**src/rtl/dsp_mac_seq_pkg.sv**
```systemverilog
// Shared constants and types for the dsp_mac_8bit sequencer.
//   OPD_W       : operand width presented to the DSP
//   RES_W       : DSP resulta width
//   DSP_LAT_DEF : default clock-enabled latency from operand presentation to resulta update
//   tag_t       : per-slot bookkeeping that travels alongside the DSP pipeline
package dsp_mac_seq_pkg;

  localparam int unsigned OPD_W       = 8;
  localparam int unsigned RES_W       = 27;
  localparam int unsigned DSP_LAT_DEF = 3;

  typedef struct packed {
    logic valid;  // slot carried a real quadruple (not a bubble)
    logic last;   // that quadruple closed its vector
  } tag_t;

endpackage

```
**src/rtl/dsp_mac_8bit_seq_if.sv**
```systemverilog
// Operand-stream and result-stream bundle for dsp_mac_8bit_seq.
//   in_valid/in_ready           : operand quadruple handshake
//   in_ax/in_bx/in_ay/in_by     : operands, products are ax*bx and ay*by
//   in_last                     : final quadruple of the current vector
//   out_valid/out_ready         : result handshake
//   out_data                    : accumulated dot product of one vector
// Modports: master drives operands and consumes results, slave is the sequencer.
interface dsp_mac_8bit_seq_if #(
  parameter int unsigned RES_W = dsp_mac_seq_pkg::RES_W
);
  import dsp_mac_seq_pkg::*;

  logic             in_valid;
  logic             in_ready;
  logic [OPD_W-1:0] in_ax;
  logic [OPD_W-1:0] in_bx;
  logic [OPD_W-1:0] in_ay;
  logic [OPD_W-1:0] in_by;
  logic             in_last;
  logic             out_valid;
  logic             out_ready;
  logic [RES_W-1:0] out_data;

  modport master (
    output in_valid,
    input  in_ready,
    output in_ax,
    output in_bx,
    output in_ay,
    output in_by,
    output in_last,
    input  out_valid,
    output out_ready,
    input  out_data
  );

  modport slave (
    input  in_valid,
    output in_ready,
    input  in_ax,
    input  in_bx,
    input  in_ay,
    input  in_by,
    input  in_last,
    output out_valid,
    input  out_ready,
    output out_data
  );

endinterface

```
**src/rtl/dsp_mac_seq_obuf.sv**
```systemverilog
// Two-entry FIFO holding completed dot-product results.
//   clk, rst_n : clock and asynchronous active-low reset
//   push, din  : write one result (ignored when full)
//   pop        : discard the head (ignored when empty)
//   full/empty : occupancy flags, both registered
//   head       : oldest stored result, zero after reset
// Simultaneous push and pop are both honoured.
module dsp_mac_seq_obuf
  import dsp_mac_seq_pkg::*;
#(
  parameter int unsigned WIDTH = RES_W
) (
  input  logic             clk,
  input  logic             rst_n,
  input  logic             push,
  input  logic [WIDTH-1:0] din,
  input  logic             pop,
  output logic             full,
  output logic             empty,
  output logic [WIDTH-1:0] head
);

  logic [WIDTH-1:0] mem_q [2];
  logic             wr_ptr_q;
  logic             rd_ptr_q;
  logic [1:0]       count_q;
  logic [1:0]       count_d;
  logic             do_push;
  logic             do_pop;

  assign full    = (count_q == 2'd2);
  assign empty   = (count_q == 2'd0);
  assign do_push = push & ~full;
  assign do_pop  = pop & ~empty;
  assign head    = mem_q[rd_ptr_q];

  always_comb begin
    count_d = count_q;
    unique case ({do_push, do_pop})
      2'b10:   count_d = count_q + 2'd1;
      2'b01:   count_d = count_q - 2'd1;
      default: count_d = count_q;
    endcase
  end

  always_ff @(posedge clk or negedge rst_n) begin
    if (!rst_n) begin
      mem_q[0] <= '0;
      mem_q[1] <= '0;
      wr_ptr_q <= 1'b0;
      rd_ptr_q <= 1'b0;
      count_q  <= 2'd0;
    end else begin
      if (do_push) begin
        mem_q[wr_ptr_q] <= din;
        wr_ptr_q        <= ~wr_ptr_q;
      end
      if (do_pop) begin
        rd_ptr_q <= ~rd_ptr_q;
      end
      count_q <= count_d;
    end
  end

endmodule

```
**src/rtl/dsp_mac_8bit_seq.sv**
```systemverilog
// Initiator/sequencer for the dsp_mac_8bit hard-DSP MAC.
// Streams operand quadruples into the DSP, drives accumulate/ena/aclr, follows the DSP
// pipeline with a tag shift register and captures one result per vector into a 2-entry
// output FIFO.
//   clk0, aclr0_n   : clock (shared with the DSP clocks) and async active-low reset
//   bus (slave)     : operand stream in, result stream out
//   dsp_ax..dsp_by  : operands to the DSP
//   dsp_accumulate  : 0 on the first quadruple of a vector, 1 otherwise (and on bubbles)
//   dsp_ena         : DSP clock enables, all bits equal
//   dsp_aclr        : DSP clear, active high
//   dsp_resulta     : DSP accumulated result
// Optional build macro DSP_MAC_SEQ_PERF_EN adds perf_vec_cnt and perf_stall_cnt.
// DSP_LAT legal range is 1..8.
module dsp_mac_8bit_seq #(
  parameter int unsigned DSP_LAT = dsp_mac_seq_pkg::DSP_LAT_DEF,
  parameter int unsigned RES_W   = dsp_mac_seq_pkg::RES_W
) (
  input  logic                              clk0,
  input  logic                              aclr0_n,
  dsp_mac_8bit_seq_if.slave                 bus,
  output logic [dsp_mac_seq_pkg::OPD_W-1:0] dsp_ax,
  output logic [dsp_mac_seq_pkg::OPD_W-1:0] dsp_bx,
  output logic [dsp_mac_seq_pkg::OPD_W-1:0] dsp_ay,
  output logic [dsp_mac_seq_pkg::OPD_W-1:0] dsp_by,
  output logic                              dsp_accumulate,
  output logic [2:0]                        dsp_ena,
  output logic                              dsp_aclr,
  input  logic [RES_W-1:0]                  dsp_resulta
`ifdef DSP_MAC_SEQ_PERF_EN
  ,
  output logic [31:0]                       perf_vec_cnt,
  output logic [31:0]                       perf_stall_cnt
`endif
);
  import dsp_mac_seq_pkg::*;

  tag_t tag_q [DSP_LAT];
  tag_t tag_in;
  tag_t tag_out;
  logic advance;
  logic accept;
  logic first_q;
  logic push;
  logic pop;
  logic buf_full;
  logic buf_empty;

  // The DSP and the tag pipe move only when the buffer can take a result, so a result
  // leaving the DSP always has a free slot. Held low during reset so nothing is accepted.
  assign advance      = aclr0_n & ~buf_full;
  assign accept       = advance & bus.in_valid;
  assign bus.in_ready = advance;
  assign dsp_ena      = {3{advance}};
  assign dsp_aclr     = ~aclr0_n;

  // Idle slots become zero-operand bubbles with accumulate set, which leaves the sum alone.
  always_comb begin
    dsp_ax         = '0;
    dsp_bx         = '0;
    dsp_ay         = '0;
    dsp_by         = '0;
    dsp_accumulate = 1'b0;
    if (aclr0_n) begin
      if (bus.in_valid) begin
        dsp_ax         = bus.in_ax;
        dsp_bx         = bus.in_bx;
        dsp_ay         = bus.in_ay;
        dsp_by         = bus.in_by;
        dsp_accumulate = ~first_q;
      end else begin
        dsp_accumulate = 1'b1;
      end
    end
  end

  always_comb begin
    tag_in       = '0;
    tag_in.valid = bus.in_valid;
    tag_in.last  = bus.in_valid & bus.in_last;
  end

  always_ff @(posedge clk0 or negedge aclr0_n) begin
    if (!aclr0_n) begin
      for (int i = 0; i < DSP_LAT; i++) begin
        tag_q[i] <= '0;
      end
      first_q <= 1'b1;
    end else begin
      if (advance) begin
        tag_q[0] <= tag_in;
        for (int i = 1; i < DSP_LAT; i++) begin
          tag_q[i] <= tag_q[i-1];
        end
      end
      if (accept) begin
        first_q <= bus.in_last;
      end
    end
  end

  // A tag sitting in the final stage lines up with the resulta it describes.
  assign tag_out = tag_q[DSP_LAT-1];
  assign push    = advance & tag_out.valid & tag_out.last;
  assign pop     = bus.out_valid & bus.out_ready;

  dsp_mac_seq_obuf #(
    .WIDTH (RES_W)
  ) u_obuf (
    .clk   (clk0),
    .rst_n (aclr0_n),
    .push  (push),
    .din   (dsp_resulta),
    .pop   (pop),
    .full  (buf_full),
    .empty (buf_empty),
    .head  (bus.out_data)
  );

  assign bus.out_valid = ~buf_empty;

`ifdef DSP_MAC_SEQ_PERF_EN
  logic [31:0] vec_cnt_q;
  logic [31:0] stall_cnt_q;

  always_ff @(posedge clk0 or negedge aclr0_n) begin
    if (!aclr0_n) begin
      vec_cnt_q   <= '0;
      stall_cnt_q <= '0;
    end else begin
      if (push) begin
        vec_cnt_q <= vec_cnt_q + 32'd1;
      end
      if (bus.in_valid & ~advance) begin
        stall_cnt_q <= stall_cnt_q + 32'd1;
      end
    end
  end

  assign perf_vec_cnt   = vec_cnt_q;
  assign perf_stall_cnt = stall_cnt_q;
`endif

endmodule

```
**src/flat_wrapper.sv**
```systemverilog
// flat-port wrapper written by rule: the top's interface ports become plain ports
module dsp_mac_8bit_seq_flat import dsp_mac_seq_pkg::*;
#(
  parameter int unsigned DSP_LAT = dsp_mac_seq_pkg::DSP_LAT_DEF,
  parameter int unsigned RES_W   = dsp_mac_seq_pkg::RES_W
)
  (clk0, aclr0_n, dsp_ax, dsp_bx, dsp_ay, dsp_by, dsp_accumulate, dsp_ena, dsp_aclr, dsp_resulta, bus_in_valid, bus_in_ready, bus_in_ax, bus_in_bx, bus_in_ay, bus_in_by, bus_in_last, bus_out_valid, bus_out_ready, bus_out_data);
  dsp_mac_8bit_seq_if #(.RES_W(RES_W)) bus_i ();
  input  logic clk0;
  input  logic aclr0_n;
  output logic [dsp_mac_seq_pkg::OPD_W-1:0] dsp_ax;
  output logic [dsp_mac_seq_pkg::OPD_W-1:0] dsp_bx;
  output logic [dsp_mac_seq_pkg::OPD_W-1:0] dsp_ay;
  output logic [dsp_mac_seq_pkg::OPD_W-1:0] dsp_by;
  output logic dsp_accumulate;
  output logic [2:0] dsp_ena;
  output logic dsp_aclr;
  input  logic [RES_W-1:0] dsp_resulta;
  input wire logic [$bits(bus_i.in_valid)-1:0] bus_in_valid;
  output wire logic [$bits(bus_i.in_ready)-1:0] bus_in_ready;
  input wire logic [$bits(bus_i.in_ax)-1:0] bus_in_ax;
  input wire logic [$bits(bus_i.in_bx)-1:0] bus_in_bx;
  input wire logic [$bits(bus_i.in_ay)-1:0] bus_in_ay;
  input wire logic [$bits(bus_i.in_by)-1:0] bus_in_by;
  input wire logic [$bits(bus_i.in_last)-1:0] bus_in_last;
  output wire logic [$bits(bus_i.out_valid)-1:0] bus_out_valid;
  input wire logic [$bits(bus_i.out_ready)-1:0] bus_out_ready;
  output wire logic [$bits(bus_i.out_data)-1:0] bus_out_data;
  assign bus_i.in_valid = bus_in_valid;
  assign bus_in_ready = bus_i.in_ready;
  assign bus_i.in_ax = bus_in_ax;
  assign bus_i.in_bx = bus_in_bx;
  assign bus_i.in_ay = bus_in_ay;
  assign bus_i.in_by = bus_in_by;
  assign bus_i.in_last = bus_in_last;
  assign bus_out_valid = bus_i.out_valid;
  assign bus_i.out_ready = bus_out_ready;
  assign bus_out_data = bus_i.out_data;
  dsp_mac_8bit_seq #(.DSP_LAT(DSP_LAT), .RES_W(RES_W)) u_core (.clk0(clk0), .aclr0_n(aclr0_n), .bus(bus_i), .dsp_ax(dsp_ax), .dsp_bx(dsp_bx), .dsp_ay(dsp_ay), .dsp_by(dsp_by), .dsp_accumulate(dsp_accumulate), .dsp_ena(dsp_ena), .dsp_aclr(dsp_aclr), .dsp_resulta(dsp_resulta));
endmodule
```
**config.mk**
```make
export PLATFORM = sky130hd
export DESIGN_NAME = dsp_mac_8bit_seq_flat
export DESIGN_NICKNAME = d
export VERILOG_FILES = /design/src/rtl/dsp_mac_seq_pkg.sv /design/src/rtl/dsp_mac_8bit_seq_if.sv /design/src/rtl/dsp_mac_seq_obuf.sv /design/src/rtl/dsp_mac_8bit_seq.sv /design/src/flat_wrapper.sv
export SDC_FILE = /design/constraint.sdc
export NUM_CORES = 1
export LEC_CHECK = 0
export BUFFER_PORTS_ARGS = -buffer_cell sky130_fd_sc_hd__buf_2
export CORE_ASPECT_RATIO = 0.6
export CORE_MARGIN = 3
export CORE_UTILIZATION = 48
export DETAILED_ROUTE_END_ITERATION = 10
export HOLD_SLACK_MARGIN = 0.02
export PLACE_DENSITY = 0.91
export SYNTH_ARGS = -nofsm -noshare
export SYNTH_HDL_FRONTEND = slang
export SYNTH_SLANG_ARGS = --single-unit
```
**constraint.sdc**
```tcl
create_clock -name clk0 -period 2.05 [get_ports clk0]
set_input_delay 0.1025 -clock clk0 [delete_from_list [all_inputs] [get_ports clk0]]
set_output_delay 0.1025 -clock clk0 [all_outputs]
set_load 0.1 [all_outputs]
```
# Yosys cells after proc, flatten, opt, wreduce, memory -nomap -nowiden
# Index checks and enable logic that the tools add are counted.
# Widths: inputs -> output; s select.
word_totals:
  wordCells: 56
  register_bits: 65
  out_inout_bits: 66
  inputBits: 64
classes:
  n_mux: 17
  n_reduce_logical: 3
  n_bitwise: 16
  order_cmp: 3
  eq_ne: 3
  addsub: 2
ops:
  columns: ["op", "n"]
  rows:
  - ["$mux 27", 4]
  - ["$mux 8", 8]
  - ["$bwmux 54", 1]
  - ["$demux 27 s1", 1]
  - ["$and 1x1->1", 8]
  - ["$not 1->1", 6]
  - ["$eq 2x2->1 const B", 2]
  - ["$ge 2x2->1 const B", 2]
  - ["$not 1->2", 2]
  - ["$pmux 2 s2", 1]
  - ["$add 2x1->2 const B", 1]
  - ["$eq 2x1->1 const B", 1]
  - ["$logic_not 2->1", 1]
  - ["$lt 2x1->1 const B", 1]
  - ["$mux 1", 2]
  - ["$reduce_bool 2->1", 1]
  - ["$sub 2x1->2 const B", 1]
  - ["$logic_and 1x1->1", 1]

# Longest topological paths before layout
depth:
  depth_word: 8
  depth_mapped: 7
  ltp_nobuf: 6

# Cells and area by module
# A second synthesis with hierarchy kept.
hier_totals:
  hier_cells: 228
  area_unflattened_um2: 3250.6
modules_own_cells:
  columns: ["module", "n_inst", "seq_area_each_um2", "cells_per_inst", "area_each_um2"]
  rows:
  - ["dsp_mac_seq_obuf", 1, 1451.4, 162, 2672.6]
  - ["dsp_mac_8bit_seq", 1, 176.4, 66, 578.1]

# Worst setup path after synthesis
# No wires, ideal clock.
synth_timing:
  kind: "input -> output"
  startpoint: "input port aclr0_n"
  endpoint: "output port dsp_accumulate"
  t_arrival_ns: 2.537
  path_slack_ns: -0.590
  n_path_buf: 2
  required_ns: 1.947
  cell_stages: 4
  cell_sequence: "buf_2 clkbuf_1 inv_1 a21oi_1"
synth_between:
  elab_chain_len: 1
synth_rtl:
  columns: ["item", "line", "rtl"]
  rows:
  - ["from (decl)", "flat_wrapper.sv:10", "input logic aclr0_n;"]
  - ["$mux 1", "dsp_mac_8bit_seq.sv:63", "if (aclr0_n) begin"]
  - ["to (decl)", "flat_wrapper.sv:15", "output logic dsp_accumulate;"]
# No other way between the ends.

# Worst setup path after layout
layout_timing:
  startpoint: "register u_core.u_obuf.count_q[0]"
  endpoint: "output port dsp_ena[2]"
layout_between:
  elab_chain_len: 3
layout_rtl:
  columns: ["item", "line", "rtl"]
  rows:
  - ["from (decl)", "dsp_mac_seq_obuf.sv:26", "logic [1:0] count_q;"]
  - ["from (signal assigned)", "dsp_mac_seq_obuf.sv:61", "count_q <= count_d;"]
  - ["$eq 2x2->1", "dsp_mac_seq_obuf.sv:31", "assign full = (count_q == 2'd2);"]
  - ["$not 1->1", "dsp_mac_8bit_seq.sv:50", "assign advance = aclr0_n & ~buf_full;"]
  - ["$and 1x1->1", "dsp_mac_8bit_seq.sv:50", null]
  - ["to (decl)", "flat_wrapper.sv:16", "output logic [2:0] dsp_ena;"]
# No other way between the ends.

==> summary.txt <==
Status
  • Status: complete, no violations

Clock tree
  • Post-cts gate resize count: 0
  • CTS tree: yes
  • Clk_lat worst skew: 0.34 ns
  • Root Buffer: clkbuf_8
  • TritonCTS Sinks: 65
  • CTS clk-pin slew, worst paths: 0.07 ns
  • Setup Fix Bufs, Post-CTS: 0
  • H-Tree Depth: 3
  • CTS Buf Count: 9
  • CTS max path bufs: 2

Critical path
  • CP required: 1.95 ns
  • Setup crit end kind: output pin
  • Startpoint class of the critical path: flip-flop
  • Critical Path AT: 1.92 ns
  • Worst r2r path cells: 3
  • WS Path Type: reg2out
  • Worst-path fanout max: 7

Cells and area
  • # diodes: 0
  • Nets: 443
  • Fin util: 0.761
  • Area Overhead vs Synth: 50.3%
  • Share of cells above drive strength 1: 0.629

Synthesis
  • Post-synth EDFFs: 0
  • Avg Inst Size Synth: 14.1 µm²
  • Synth area leaders: dfrtp_1, mux2_2, mux2_4
  • Synth top area share: 0.508
  • Post-Synthesis Cells: 223
  • Synth top cells by count: mux2_2, dfrtp_1, and3_1
  • Cell taking the most area after synthesis: dfrtp_1
  • Mapped Area: 3150 µm²
  • Yosys reg bits: 65
  • Synth Flop Type: dfrtp_1
  • Sequential area share after synthesis: 0.516
  • Synth cell types: 25
  • Count leader, synth: mux2_2
  • Syn nets: 288
  • Yosys warnings: 0
  • Async set-reset flop share out of synthesis: 1.00

Die
  • Die area: 7610 µm²
  • Row count: 22
  • Initial Util: 0.507
  • Core area: 6220 µm²
  • Die height: 68.8 µm
  • Ports: 130
  • Die width: 111 µm

Timing
  • Worst-Margin Slew: 0.519 ns
  • Hold WS: 0.0378 ns
  • Fmax: 494 MHz
  • Clock Skew: 0.00308 ns
  • Max Slew Vio Count: 0
  • Period utilization: 0.987
  • Final setup fails: 0
  • Tmin final: 2.02 ns
  • Worst slew margin: 0.656
  • RSZ-0062 raised after global routing: true
  • Hold Fails Final Rpt: 0

Global route
  • Gr usage total: 0.219
  • Global-route wire length before repair: 13000 µm
  • Initial antenna violation count: 0
  • Total grt overflow: 0
  • Largest net degree at the start of global routing: 38
  • Vias in the first global route: 2575

Routing
  • # DRC: 0
  • DRT Pass-1 Iters: 4
  • Antenna viol nets, final: 0
  • Via count: 2351
  • Post-Route WL: 7970 µm
  • Avg WL per Cell: 17.1 µm
  • 1st-iter DRT viols: 76
  • Via/cell ratio: 5.03

Worst hold path
  • WHS Path Cells: 2
  • Worst hold path class: in2reg

Placement
  • Gpl congestion: 0.780
  • IO buf count: 129
  • Post-DP HPWL: 5600 µm

Flow run
  • Max-Cap Viols: 0
## final timing paths
check | slack [ns] | to | from
min in group asynchronous | 0.19 | u_core.u_obuf.mem_q[8] | aclr0_n
min | 0.04 | u_core.u_obuf.mem_q[51] | dsp_resulta[24]
max reg2reg | 0.39 | u_core.u_obuf.mem_q[7] | u_core.u_obuf.count_q[0]
max | 0.03 | dsp_ena[2] | u_core.u_obuf.count_q[0]
max in group asynchronous | 1.10 | u_core.u_obuf.mem_q[9] | aclr0_n
min reg2reg | 0.48 | u_core.tag_q[5] | u_core.tag_q[5]
## flip-flops by register name, summed over array words and instances, names as in the netlist
name,cells
u_core.tag_q,4
u_core.u_obuf.wr_ptr_q,1
u_core.u_obuf.mem_q,54
u_core.u_obuf.rd_ptr_q,1
u_core.u_obuf.count_q,2
u_core.first_q,1
u_core.tag_out,2
## placed cells by master, fill, tap and decap left out, drive strengths merged
master | synthesis | layout
a21o | 1 | 1
a21oi | 1 | 1
a22o | 1 | 1
and2 | 1 | 1
and3 | 34 | 34
buf | 12 | 135
bufinv | 0 | 1
clkbuf | 6 | 10
clkinv | 0 | 5
dfrtp | 64 | 64
dfstp | 1 | 1
dlygate4sd3 | 0 | 27
ha | 1 | 1
inv | 2 | 2
mux2 | 86 | 86
nand2 | 1 | 1
nand2b | 1 | 1
nand3 | 1 | 1
nand4 | 2 | 2
nor2 | 1 | 1
nor2b | 1 | 1
or2 | 1 | 1
xnor2 | 3 | 3
xor2 | 2 | 2
## final cells by class
class,count,area [µm²]
clock inverter,6,58.8
sequential,65,1630
timing repair buffer,162,1390
tap,84,105
inverter,2,7.51
multi-input combinational,138,1420
clock buffer,10,128
fill,408,1490
## timing repair
action	CTS	global route
hold buffers	27	0
endpoints found under the hold margin	75	0
endpoints found under the setup margin	0	4
## worst max-delay path, cell delays in order, from the launching register on
cell	delay, ns
dfrtp_1	0.41
nand2b_1	0.31
nand2_1	0.27
inv_1	0.16
buf_2	0.44
## cell families (layout without fill, tap and decap cells)
logic type / count (synthesis) / in the layout / share of synthesized area
muxes: 86 / 86 / 0.331
xor gates and xnor gates: 5 / 5 / 0.0139
and+or+nand+nor: 43 / 43 / 0.0921
AOI/OAI and AO/OA: 3 / 3 / 0.00675
adders and majority gates: 1 / 1 / 0.00397
DFF: 65 / 65 / 0.516
buffers and inverters: 20 / 180 / 0.0357
## per-stage QoR
step,std cells,setup slack [ns],area (µm²),TNS (ns)
floorplan,223,0.0316,3160,0
global placement,424,0.461,4280,0
detailed placement,424,0.376,4280,0
CTS,467,0.00552,4740,0
global route,467,-0.0901,4740,-0.354
finish,467,0.0267,4740,0
## per-layer routing
layer | track usage | share of wire | vias up
met5 | 0 | 0 | -
met4 | 0.0661 | 0.010 | 0
met3 | 0.0593 | 0.035 | 11
met2 | 0.386 | 0.51 | 54
met1 | 0.273 | 0.45 | 1180
li1 | - | - | 1106
Power is not shown: default switching activity piles up to over one toggle a cycle in this logic, so the estimate is an artifact.
